`config.mk`:
```
export PLATFORM = sky130hd
export DESIGN_NAME = gcd_param_flat
export DESIGN_NICKNAME = d
export VERILOG_FILES = /design/src/rtl/gcd_param_if.sv /design/src/rtl/gcd_param.sv /design/src/flat_wrapper.sv
export SDC_FILE = /design/constraint.sdc
export NUM_CORES = 1
export LEC_CHECK = 0
export BUFFER_PORTS_ARGS = -buffer_cell sky130_fd_sc_hd__buf_4
export CAP_MARGIN = 20
export CORE_MARGIN = 2
export CORE_UTILIZATION = 45
export DETAILED_ROUTE_END_ITERATION = 6
export PLACE_DENSITY = 0.68
export SETUP_SLACK_MARGIN = 0.4
export SLEW_MARGIN = 5
export SYNTH_ARGS = -nofsm -noshare
export SYNTH_HDL_FRONTEND = slang
export SYNTH_SLANG_ARGS = --single-unit
```
`constraint.sdc`:
```
create_clock -name iClk -period 2.42 [get_ports iClk]
set_input_delay 0.121 -clock iClk [delete_from_list [all_inputs] [get_ports iClk]]
set_output_delay 0.121 -clock iClk [all_outputs]
set_load 0.01 [all_outputs]
```
`src/rtl/gcd_param_if.sv`:
```
// rtl/gcd_param_if.sv - operand/result handshake bundle for the gcd_param unit
interface gcd_param_if #(
  parameter int WIDTH = 16,
  parameter int CNT_W = 17
);
  logic             iValid;
  logic [WIDTH-1:0] iA;
  logic [WIDTH-1:0] iB;
  logic             oReady;
  logic             oValid;
  logic             iReady;
  logic [WIDTH-1:0] oC;
  logic [CNT_W-1:0] oCycles;
  logic             oBusy;

  modport slave (
    input  iValid, iA, iB, iReady,
    output oReady, oValid, oC, oCycles, oBusy
  );

  modport master (
    output iValid, iA, iB, iReady,
    input  oReady, oValid, oC, oCycles, oBusy
  );
endinterface

```
`src/rtl/gcd_param.sv`:
```
// rtl/gcd_param.sv - subtract/swap GCD unit, one step per clock, with step counter
module gcd_param #(
  parameter int WIDTH = 16,
  parameter int CNT_W = 17
) (
  input logic      iClk,
  input logic      iRst,
  gcd_param_if.slave bus
);
  typedef enum logic [1:0] {IDLE, BUSY, DONE} state_t;

  localparam logic [CNT_W-1:0] CNT_MAX = '1;

  state_t           state;
  state_t           state_nxt;
  logic [WIDTH-1:0] a_q;
  logic [WIDTH-1:0] b_q;
  logic [WIDTH-1:0] c_q;
  logic [CNT_W-1:0] cnt_q;
  logic [CNT_W-1:0] cyc_q;
  logic [CNT_W-1:0] cnt_inc;
  logic             load;
  logic             finish;

  // Count of BUSY cycles including the current one, pinned at the maximum.
  assign cnt_inc = (cnt_q == CNT_MAX) ? cnt_q : cnt_q + 1'b1;
  assign load    = bus.iValid && bus.oReady;
  assign finish  = (state == BUSY) && ((b_q == '0) || (a_q == '0));

  assign bus.oReady  = (state == IDLE) && !iRst;
  assign bus.oBusy   = (state == BUSY);
  assign bus.oValid  = (state == DONE);
  assign bus.oC      = c_q;
  assign bus.oCycles = cyc_q;

  // State register.
  always_ff @(posedge iClk or posedge iRst) begin
    if (iRst) state <= IDLE;
    else      state <= state_nxt;
  end

  // Next state: accept in IDLE, iterate in BUSY, hold result in DONE until taken.
  always_comb begin
    state_nxt = state;
    case (state)
      IDLE:    if (load) state_nxt = BUSY;
      BUSY:    if (finish) state_nxt = DONE;
      DONE:    if (bus.iReady) state_nxt = IDLE;
      default: state_nxt = IDLE;
    endcase
  end

  // Operand registers, step counter and result capture.
  always_ff @(posedge iClk or posedge iRst) begin
    if (iRst) begin
      a_q   <= '0;
      b_q   <= '0;
      c_q   <= '0;
      cnt_q <= '0;
      cyc_q <= '0;
    end else begin
      case (state)
        IDLE: begin
          if (load) begin
            a_q   <= bus.iA;
            b_q   <= bus.iB;
            cnt_q <= '0;
          end
        end
        BUSY: begin
          cnt_q <= cnt_inc;
          if (b_q == '0) begin
            c_q   <= a_q;
            cyc_q <= cnt_inc;
          end else if (a_q == '0) begin
            c_q   <= b_q;
            cyc_q <= cnt_inc;
          end else if (a_q > b_q) begin
            a_q <= b_q;
            b_q <= a_q;
          end else begin
            b_q <= b_q - a_q;
          end
        end
        default: ;
      endcase
    end
  end
endmodule

```
`src/flat_wrapper.sv`:
```
// flat-port wrapper written by rule: the top's interface ports become plain ports
module gcd_param_flat 
#(
  parameter int WIDTH = 16,
  parameter int CNT_W = 17
)
  (iClk, iRst, bus_iValid, bus_iA, bus_iB, bus_iReady, bus_oReady, bus_oValid, bus_oC, bus_oCycles, bus_oBusy);
  gcd_param_if #(.WIDTH(WIDTH), .CNT_W(CNT_W)) bus_i ();
  input logic iClk;
  input logic iRst;
  input wire logic [$bits(bus_i.iValid)-1:0] bus_iValid;
  input wire logic [$bits(bus_i.iA)-1:0] bus_iA;
  input wire logic [$bits(bus_i.iB)-1:0] bus_iB;
  input wire logic [$bits(bus_i.iReady)-1:0] bus_iReady;
  output wire logic [$bits(bus_i.oReady)-1:0] bus_oReady;
  output wire logic [$bits(bus_i.oValid)-1:0] bus_oValid;
  output wire logic [$bits(bus_i.oC)-1:0] bus_oC;
  output wire logic [$bits(bus_i.oCycles)-1:0] bus_oCycles;
  output wire logic [$bits(bus_i.oBusy)-1:0] bus_oBusy;
  assign bus_i.iValid = bus_iValid;
  assign bus_i.iA = bus_iA;
  assign bus_i.iB = bus_iB;
  assign bus_i.iReady = bus_iReady;
  assign bus_oReady = bus_i.oReady;
  assign bus_oValid = bus_i.oValid;
  assign bus_oC = bus_i.oC;
  assign bus_oCycles = bus_i.oCycles;
  assign bus_oBusy = bus_i.oBusy;
  gcd_param #(.WIDTH(WIDTH), .CNT_W(CNT_W)) u_core (.iClk(iClk), .iRst(iRst), .bus(bus_i));
endmodule
```
After elaboration in Yosys (flattened, before gate mapping). Cells that the tools add are included.

Muxes and demuxes: 21. Equal/unequal tests: 9. $lt $le $gt $ge: 1. Reduce and logical (&&, ||, !) cells: 15. Add/sub/neg operators: 2.

Operator list (count): 2-to-1 mux 16 bit (10); 2-to-1 mux 17 bit (4); one-hot mux 16 bit (2 select lines) (2); one-hot mux 17 bit (2 select lines) (1); logical NOT 16 bit (2); adder 17 x 1 -> 17 bit (second input constant) (1); equality test 17 bit (second input constant) (1); > comparator 16 bit (1); subtractor 16 bit (1); 2-to-1 mux 2 bit (3); inequality test 2 x 1 -> 1 bit (second input constant) (3); inequality test 2 bit (second input constant) (3); one-hot mux 2 bit (3 select lines) (1); AND reduction 5 bit (1); AND reduction 2 bit (2); AND reduction 4 bit (1); nonzero test 2 bit (2); logical AND 1 bit (3); AND reduction 3 bit (1); equality test 2 x 1 -> 1 bit (second input constant) (1); equality test 2 bit (second input constant) (1); logical NOT 2 bit (1); logical NOT 1 bit (1); logical OR 1 bit (1).

Logic and storage cells: 54. Output and inout port bits: 36. Bits of input ports: 36. Bits in registers: 84.

Logic depth before layout (Yosys ltp). Gate-level depths: netlist of run 1.

Depth after elaboration: 5. Gate-level depth with buffers: 11. Mapped depth without buffers: 10.

Worst setup path before layout of run 1. OpenSTA, ideal clock, no wires.

Path type: register to register. Start: register u_core.b_q[0]. End: register u_core.b_q[0]. Data arrival time: 2.433 ns. Period minus slack after synthesis: 2.559 ns. Cell stages (with the launch flop): 11. Path buffers: 0. Slack: -0.139 ns. Path through: dfrtp_1 inv_1 ha_1 fa_1 nand2b_1 a21oi_1 o41a_4 a21boi_4 or2_2 and3_1 o32a_1.

Longest elaborated chain between the ends: 5. Elaborated cells on any way between the ends: 9.

RTL lines: from (decl) (RTL line gcd_param.sv:17) `logic [WIDTH-1:0] b_q;`; from (signal assigned) (RTL line gcd_param.sv:66) `b_q <= bus.iB;`; from (signal assigned) (RTL line gcd_param.sv:80) `b_q <= a_q;`; from (signal assigned) (RTL line gcd_param.sv:82) `b_q <= b_q - a_q;`; subtractor 16 bit or > comparator 16 bit (tied branches) (RTL line gcd_param.sv:82, gcd_param.sv:78); 2-to-1 mux 16 bit (RTL line gcd_param.sv:78) `end else if (a_q > b_q) begin`; 2-to-1 mux 16 bit (RTL line gcd_param.sv:75) `end else if (a_q == '0) begin`; 2-to-1 mux 16 bit (RTL line gcd_param.sv:72) `if (b_q == '0) begin`; one-hot mux 16 bit (2 select lines) (RTL line gcd_param.sv:62) `case (state)`.

Parallel ways exist; a longest one is shown, timed or not. The select of a mux whose other input is x is not followed. A chain may end at the register's enable or synchronous reset.

Worst setup path after layout of run 1.
Start: register u_core.b_q[15]. End: register u_core.b_q[0].

Longest elaborated chain between the ends: 5. Elaborated cells on any way between the ends: 8.

RTL lines (RTL line): > comparator 16 bit (gcd_param.sv:78); 2-to-1 mux 16 bit (gcd_param.sv:78); 2-to-1 mux 16 bit (gcd_param.sv:75); 2-to-1 mux 16 bit (gcd_param.sv:72); one-hot mux 16 bit (2 select lines) (gcd_param.sv:62).

Parallel ways exist; a longest one is shown, timed or not. The select of a mux whose other input is x is not followed.

==> results of run 1 <==
## registers in the layout, summed over array words and instances, names as in the netlist
signal and flops:
u_core.cnt_q 17, u_core.bus.oCycles 17, u_core.a_q 16, u_core.bus.oC 16, u_core.b_q 16, u_core.state 2
## synthesized netlist by cell type (all sizes together) (8+ instances only)
| library cell | count |
|---|---|
| xnor2 | 12 |
| o21ai | 40 |
| nand2 | 35 |
| buf | 16 |
| ha | 17 |
| nor2 | 55 |
| clkbuf | 17 |
| a31oi | 10 |
| inv | 21 |
| a21oi | 85 |
| nand2b | 8 |
| o22ai | 18 |
| nor4 | 9 |
| xor2 | 12 |
| nand3 | 12 |
| a2bb2oi | 15 |
| and3 | 13 |
| dfrtp | 84 |
| nor3 | 11 |
| o31ai | 9 |
## area by class of cell
class / count / area [um^2]
Sequential cell: 84 / 2120
Inverter: 21 / 82.6
Clock inverter: 6 / 63.8
Fill cell: 882 / 3770
Multi-Input combinational cell: 423 / 3100
Clock buffer: 10 / 138
Tap cell: 140 / 175
Timing Repair Buffer: 166 / 1430
## timing repair
action | CTS | global route
buffers inserted | 12 | 17
gates resized for setup | 39 | 55
endpoints found under the hold margin | 39 | 0
pin swaps | 13 | 18
endpoints found under the setup margin | 73 | 78
cloned | 3 | 1
hold buffers | 7 | 0
## report_power, final
part	switching (mW)	total, mW	internal, mW
Sequential	0.494	2.27	1.78
Clock	0.556	1.06	0.504
Combinational	3.49	6.98	3.50
Total	4.54	10.3	5.78
## routing by layer
metal | part of all wire, % | wire length [um] | global-route usage, %
met4 | 1.8 | 283 | 9.58
met2 | 45 | 7310 | 39.9
met3 | 7.1 | 1150 | 3.14
met1 | 46 | 7410 | 40.6
met5 | 0 | 0 | 0
## cell families (layout without fill, tap and decap cells)
logic type / Yosys count / count (layout) / share of synthesized area, %
muxes: 7 / 7 / 1.44
AOI/OAI and AO/OA: 208 / 208 / 27.6
and+or+nand+nor: 165 / 166 / 15.8
adders and majority gates: 18 / 18 / 4.61
buffers and inverters: 54 / 203 / 4.76
DFF: 84 / 84 / 41.6
xor gates and xnor gates: 24 / 24 / 4.16
## worst reg2reg max path, stage by stage (launching register included)
cell	delay, ns
dfrtp_1	0.50
ha_1	0.43
o21ai_0	0.11
nor2_1	0.22
nor3_4	0.07
a21boi_4	0.18
buf_6	0.13
or2_4	0.25
and3_4	0.18
o32a_1	0.27
## worst max-delay path by stage
stage,endpoint,depth (start not counted)
after floorplan,u_core.b_q[0],10
after global placement,u_core.b_q[5],11
after detailed placement,u_core.b_q[5],11
after CTS,u_core.b_q[15],11
after global routing,u_core.b_q[0],10
final,u_core.b_q[0],9
## per-stage QoR
| stage | area, um^2 | power [mW] |
|---|---|---|
| 2_1_floorplan | 5120 | 6.11 |
| 3_3_place_gp | 6120 | 7.69 |
| 3_5_place_dp | 6120 | 7.81 |
| 4_1_cts | 6750 | 9.40 |
| 5_1_grt | 7110 | 11.0 |
| 6_report | 7110 | 10.3 |
==> qor.csv, run 1 <==
stage,metric,value,unit
setup_path,crit path launch type,register,
finish,Util after Layout,65.3,%
finish,Antenna diodes,0,
yosys,"FFs w/ async S/R, synth",100,%
setup_path,crit-path max FO,5,
clocking,htree depth,3,
placed_design,DP Wirelength,11000,um
clocking,clk root buf,clkbuf_8,
finish,most frequent cells in the layout,"buf_4 (138), a21oi_1 (72), dfrtp_1 (71), nor2_1 (50), nand2_1 (32)",
timing,Final Hold Slack,0.0308,ns
global_routing,GRT overflow,0,
yosys,syn nets,614,
timing,worst-margin pin slew,0.887,ns
setup_path,CP endpoint kind,register,
min_path,HP Start,bus_iReady,
setup_path,register-to-register setup slack,-0.02,ns
drt,drt wl/cell,19.0,um
global_routing,first-pass GRT wire length,24800,um
drt,via count,4985,
timing,post-route clock period utilization,101,%
placed_design,post-place setup slack,-0.0662,ns
power,Peak supply drop,1.12,mV
timing,setup TNS,-0.0393,ns
drt,DRT iter0 DRCs,391,
timing,final-report max-slew violation count,0,
global_routing,Tot GR Track Use,27.0,%
min_path,Hold Crit Class,in -> reg,
yosys,Synth Flop Type,dfrtp_1,
timing,clock skew,0.0109,ns
die,Core Area,10900,um^2
setup_path,Buf/Inv on CP,1,
setup_path,FF-to-FF path depth,9,
die,die height,110,um
global_routing,number of global-route vias before repair,4611,
global_routing,initial antenna violation count,0,
yosys,Synth area leaders,"dfrtp_1 (42%), a21oi_1 (8.2%), ha_1 (4.2%), nor2_1 (3.9%), o21ai_0 (3.5%)",
finish,share of cells above drive strength 1,38.9,%
flow_run,max-cap violations,0,
setup_path,worst stage delay on the critical path,0.50,ns
die,Die X-Extent,110,um
die,# IOs,72,
setup_path,Crit Path Class,reg -> reg,
drt,Via-to-Cell Ratio,5.86,
min_path,hold depth,3,
clocking,clock buffer count from CTS,9,
yosys,post-synthesis area per instance,9.01,um^2
run_status,status,"finished, violations left",
yosys,Synth Register Bits,84,
clocking,clk slew on worst S/H paths,0.09,ns
finish,Post-Layout Cell Count,850,
timing,post-layout min period,2.44,ns
timing,worst relative slew slack,40.7,%
setup_path,Critical Path Start,u_core.b_q[15],
placed_design,GP Congestion,0.924,
die,die area,12100,um^2
run_status,failing checks,setup timing,
finish,Final #Nets,759,
setup_path,Crit Reg-Reg Endpoint,u_core.b_q[0],
drt,drt drc,0,
setup_path,crit path cell chain,ha_1 > o21ai_0 > nor2_1 > nor3_4 > a21boi_4 > buf_6 > or2_4 > and3_4 > o32a_1,
drt,ANT nets after route,0,
yosys,Yosys top cell area share,41.6,%
yosys,"Distinct cells, synth",59,
yosys,Post-Syn Instances,560,
die,Initial Util,46.4,%
drt,DRT Wirelength,16100,um
yosys,Post-synth EDFFs,0,
finish,"Area growth, synth to finish",41.0,%
setup_path,Worst Path Required,2.67,ns
placed_design,placed cell count,794,
finish,"commonest non-fill, non-tap cell in the layout",buf_4,
setup_path,reg2reg start,u_core.b_q[15],
setup_path,slowest CP cell,dfrtp_1,
yosys,Ys Warns,0,
timing,final hold violations,0,
power,Lkg Pwr,3.18,nW
clocking,Sink Count,84,
yosys,share of the yosys chip area belonging to registers,41.6,%
placed_design,port buffer count,71,
die,# rows,38,
timing,Max Clk Rate,410,MHz
setup_path,Top delay family on crit path,simple AND/OR/NAND/NOR gates,
setup_path,CP arrival,2.69,ns
drt,drt pass-1 iters,5,
global_routing,largest net degree at the start of global routing,39,
yosys,"area leader, netlist",dfrtp_1,
clocking,CTS tree,built,
yosys,"Cell Area, Synth",5050,um^2
timing,post-route setup slack,-0.0176,ns
clocking,latest clock arrival within the worst-skew pair,0.37,ns
power,P per Cell Area,1450,nW/um^2
timing,final setup vio count,3,
clocking,Max Buffers Root-to-Sink,2,
timing,RSZ-0062 raised after global routing,yes,
min_path,Worst Hold End,u_core.state[1],
No activity file was read; power rests on OpenSTA's default activity.
==> run 2: changes to the inputs <==
--- a/config.mk
+++ b/config.mk
@@ -11,7 +11,6 @@
 export CORE_UTILIZATION = 45
 export DETAILED_ROUTE_END_ITERATION = 6
 export PLACE_DENSITY = 0.68
-export SETUP_SLACK_MARGIN = 0.4
 export SLEW_MARGIN = 5
 export SYNTH_ARGS = -nofsm -noshare
 export SYNTH_HDL_FRONTEND = slang
==> run 2 against run 1 <==
- the flow now finishes without violations
- worst hold slack got worse by 0.0027 ns
- sequential cell count unchanged
- clock power is essentially flat
- worst setup slack better by 0.053 ns
- global-route usage decreased by 1.8 points
- final area is 7.8% lower
- combinational power fell by 10%
- via count shrank 3.3%
==> qor.csv, run 2 (synthesis results as in run 1) <==
stage,metric,value,unit,change
run_status,status,completed,,
die,Core Area,10900,um^2,unchanged
clocking,clock buffer count from CTS,9,,unchanged
drt,drt pass-1 iters,5,,unchanged
setup_path,Crit Path Class,reg -> reg,,
placed_design,DP Wirelength,11100,um,+0.30%
timing,post-route clock period utilization,98.5,%,-2.2 points
finish,share of cells above drive strength 1,30.4,%,-8.5 points
finish,Filler Cell Count,949,,+7.6%
setup_path,crit path launch type,register,,
drt,via count,4820,,-3.3%
drt,drt wl/cell,17.9,um,-6.0%
die,# rows,38,,unchanged
timing,worst-margin pin slew,0.660,ns,-0.227 ns
setup_path,CP endpoint kind,register,,
die,Die X-Extent,110,um,unchanged
drt,DRT iter0 DRCs,450,,+15%
die,die area,12100,um^2,unchanged
timing,post-route setup slack,0.0359,ns,+0.0534 ns
finish,Post-Layout Cell Count,831,,-2.2%
timing,final hold violations,0,,unchanged
power,total power,9.39,mW,-9.0%
finish,Antenna diodes,0,,unchanged
placed_design,GP Congestion,0.968,,+4.8%
drt,routed metal-1 wirelength,7290,um,-1.5%
setup_path,CP arrival,2.63,ns,-0.06 ns
drt,drt drc,0,,unchanged
placed_design,Post-DP Area,6160,um^2,+0.61%
finish,"commonest non-fill, non-tap cell in the layout",buf_4,,
placed_design,placed cell count,805,,+1.4%
drt,met2 wire length,6400,um,-12%
timing,Final Hold Slack,0.0281,ns,-0.00269 ns
drt,Top Metal Used,met4,,
global_routing,Tot GR Track Use,25.2,%,-1.8 points
drt,Via-to-Cell Ratio,5.80,,-1.1%
placed_design,post-place setup slack,-0.00913,ns,+0.0571 ns
global_routing,number of global-route vias before repair,4462,,-3.2%
timing,final-report max-slew violation count,0,,unchanged
setup_path,crit path cell chain,inv_1 > ha_2 > fa_2 > nand2b_4 > a21oi_4 > o41a_4 > a21boi_4 > o21ai_2 > buf_4 > o22ai_1 > a2bb2oi_2,,
die,Initial Util,46.4,%,unchanged
power,P per Cell Area,1430,nW/um^2,-1.2%
global_routing,first-pass GRT wire length,23300,um,-5.9%
clocking,Sink Count,84,,unchanged
finish,Multi-input gate area,2830,um^2,-8.7%
timing,Max Clk Rate,419,MHz,+2.2%
setup_path,worst stage delay on the critical path,0.39,ns,-0.11 ns
setup_path,Top delay family on crit path,compound AO/OA/AOI/OAI gates,,
power,Peak supply drop,1.00,mV,-11%
flow_run,max-cap violations,0,,unchanged
drt,DRT Wirelength,14800,um,-8.1%
drt,met3 wire length,901,um,-22%
min_path,Hold Crit Class,in -> reg,,
die,# IOs,72,,unchanged
finish,Util after Layout,60.2,%,-5.1 points
timing,worst relative slew slack,56.0,%,+15 points
die,die height,110,um,unchanged
timing,setup TNS,0,ns,+0.0393 ns
global_routing,initial antenna violation count,0,,unchanged
drt,ANT nets after route,0,,unchanged
global_routing,largest net degree at the start of global routing,51,,+31%
clocking,Max Buffers Root-to-Sink,2,,unchanged
clocking,latest clock arrival within the worst-skew pair,0.37,ns,about the same
finish,design area,6560,um^2,-7.8%
finish,"Area growth, synth to finish",29.9,%,
timing,post-layout min period,2.38,ns,-0.0534 ns
clocking,clk root buf,clkbuf_8,,
global_routing,GRT overflow,0,,unchanged
setup_path,crit-path max FO,8,,+3
finish,most frequent cells in the layout,"buf_4 (139), dfrtp_1 (84), a21oi_1 (81), nor2_1 (51), nand2_1 (34)",,
power,Lkg Pwr,3.03,nW,-4.9%
setup_path,slowest CP cell,dfrtp_1,,
clocking,CTS tree,built,,
clocking,clk slew on worst S/H paths,0.09,ns,about the same
placed_design,port buffer count,71,,unchanged
clocking,htree depth,3,,unchanged
timing,RSZ-0062 raised after global routing,yes,,
timing,clock skew,0.0120,ns,+0.00108 ns
finish,Final #Nets,741,,-2.4%
finish,Reg area,2100,um^2,-0.77%
setup_path,Buf/Inv on CP,2,,+1
timing,final setup vio count,0,,-3
setup_path,Worst Path Required,2.67,ns,about the same
run 2: worst reg2reg max path: stages (launching register included):
cell and delay (ns):
dfrtp_1 0.39, inv_1 0.06, ha_2 0.18, fa_2 0.20, nand2b_4 0.14, a21oi_4 0.06, o41a_4 0.37, a21boi_4 0.25
o21ai_2 0.16, buf_4 0.21, o22ai_1 0.17, a2bb2oi_2 0.08
run 2: power breakdown:
part | switching [mW] | internal, mW | total (mW)
logic | 3.23 | 3.02 | 6.25
registers | 0.346 | 1.77 | 2.11
clock network | 0.530 | 0.498 | 1.03
total | 4.10 | 5.29 | 9.39
run 2: metal layers:
metal / track usage (%) / vias to the layer above
met3: 3.38 / 16
met2: 35.2 / 182
met4: 7.50 / 0
met5: 0 / -
li1: - / 2297
met1: 39.8 / 2325
run 2: worst paths after layout:
check | startpoint | to | slack, ns | cells after the start
setup reg to reg | u_core.b_q[0] | u_core.a_q[8] | 0.04 | 11
min in group asynchronous | iRst | u_core.b_q[8] | 0.40 | 3
max in group asynchronous | iRst | u_core.cnt_q[9] | 1.34 | 4
hold / removal | bus_iReady | u_core.state[1] | 0.03 | 3
setup / recovery | u_core.b_q[0] | u_core.a_q[8] | 0.04 | 11
hold reg to reg | u_core.cnt_q[16] | u_core.cnt_q[16] | 0.52 | 2
run 2: final cells by class:
| type | count | share of cell area, % |
|---|---|---|
| Inverter | 21 | 1.22 |
| Multi-Input combinational cell | 422 | 43.2 |
| Timing Repair Buffer | 149 | 17.9 |
| Clock inverter | 4 | 0.763 |
| Tap cell | 140 | 2.67 |
| Clock buffer | 11 | 2.16 |
| Sequential cell | 84 | 32.1 |
run 2: repair_timing:
item,in CTS,in global routing
hold endpoints to repair,40,0
pin swaps,0,4
hold buffers,7,0
endpoints found under the setup margin,1,48
gates resized for setup,2,21
setup buffers,0,4
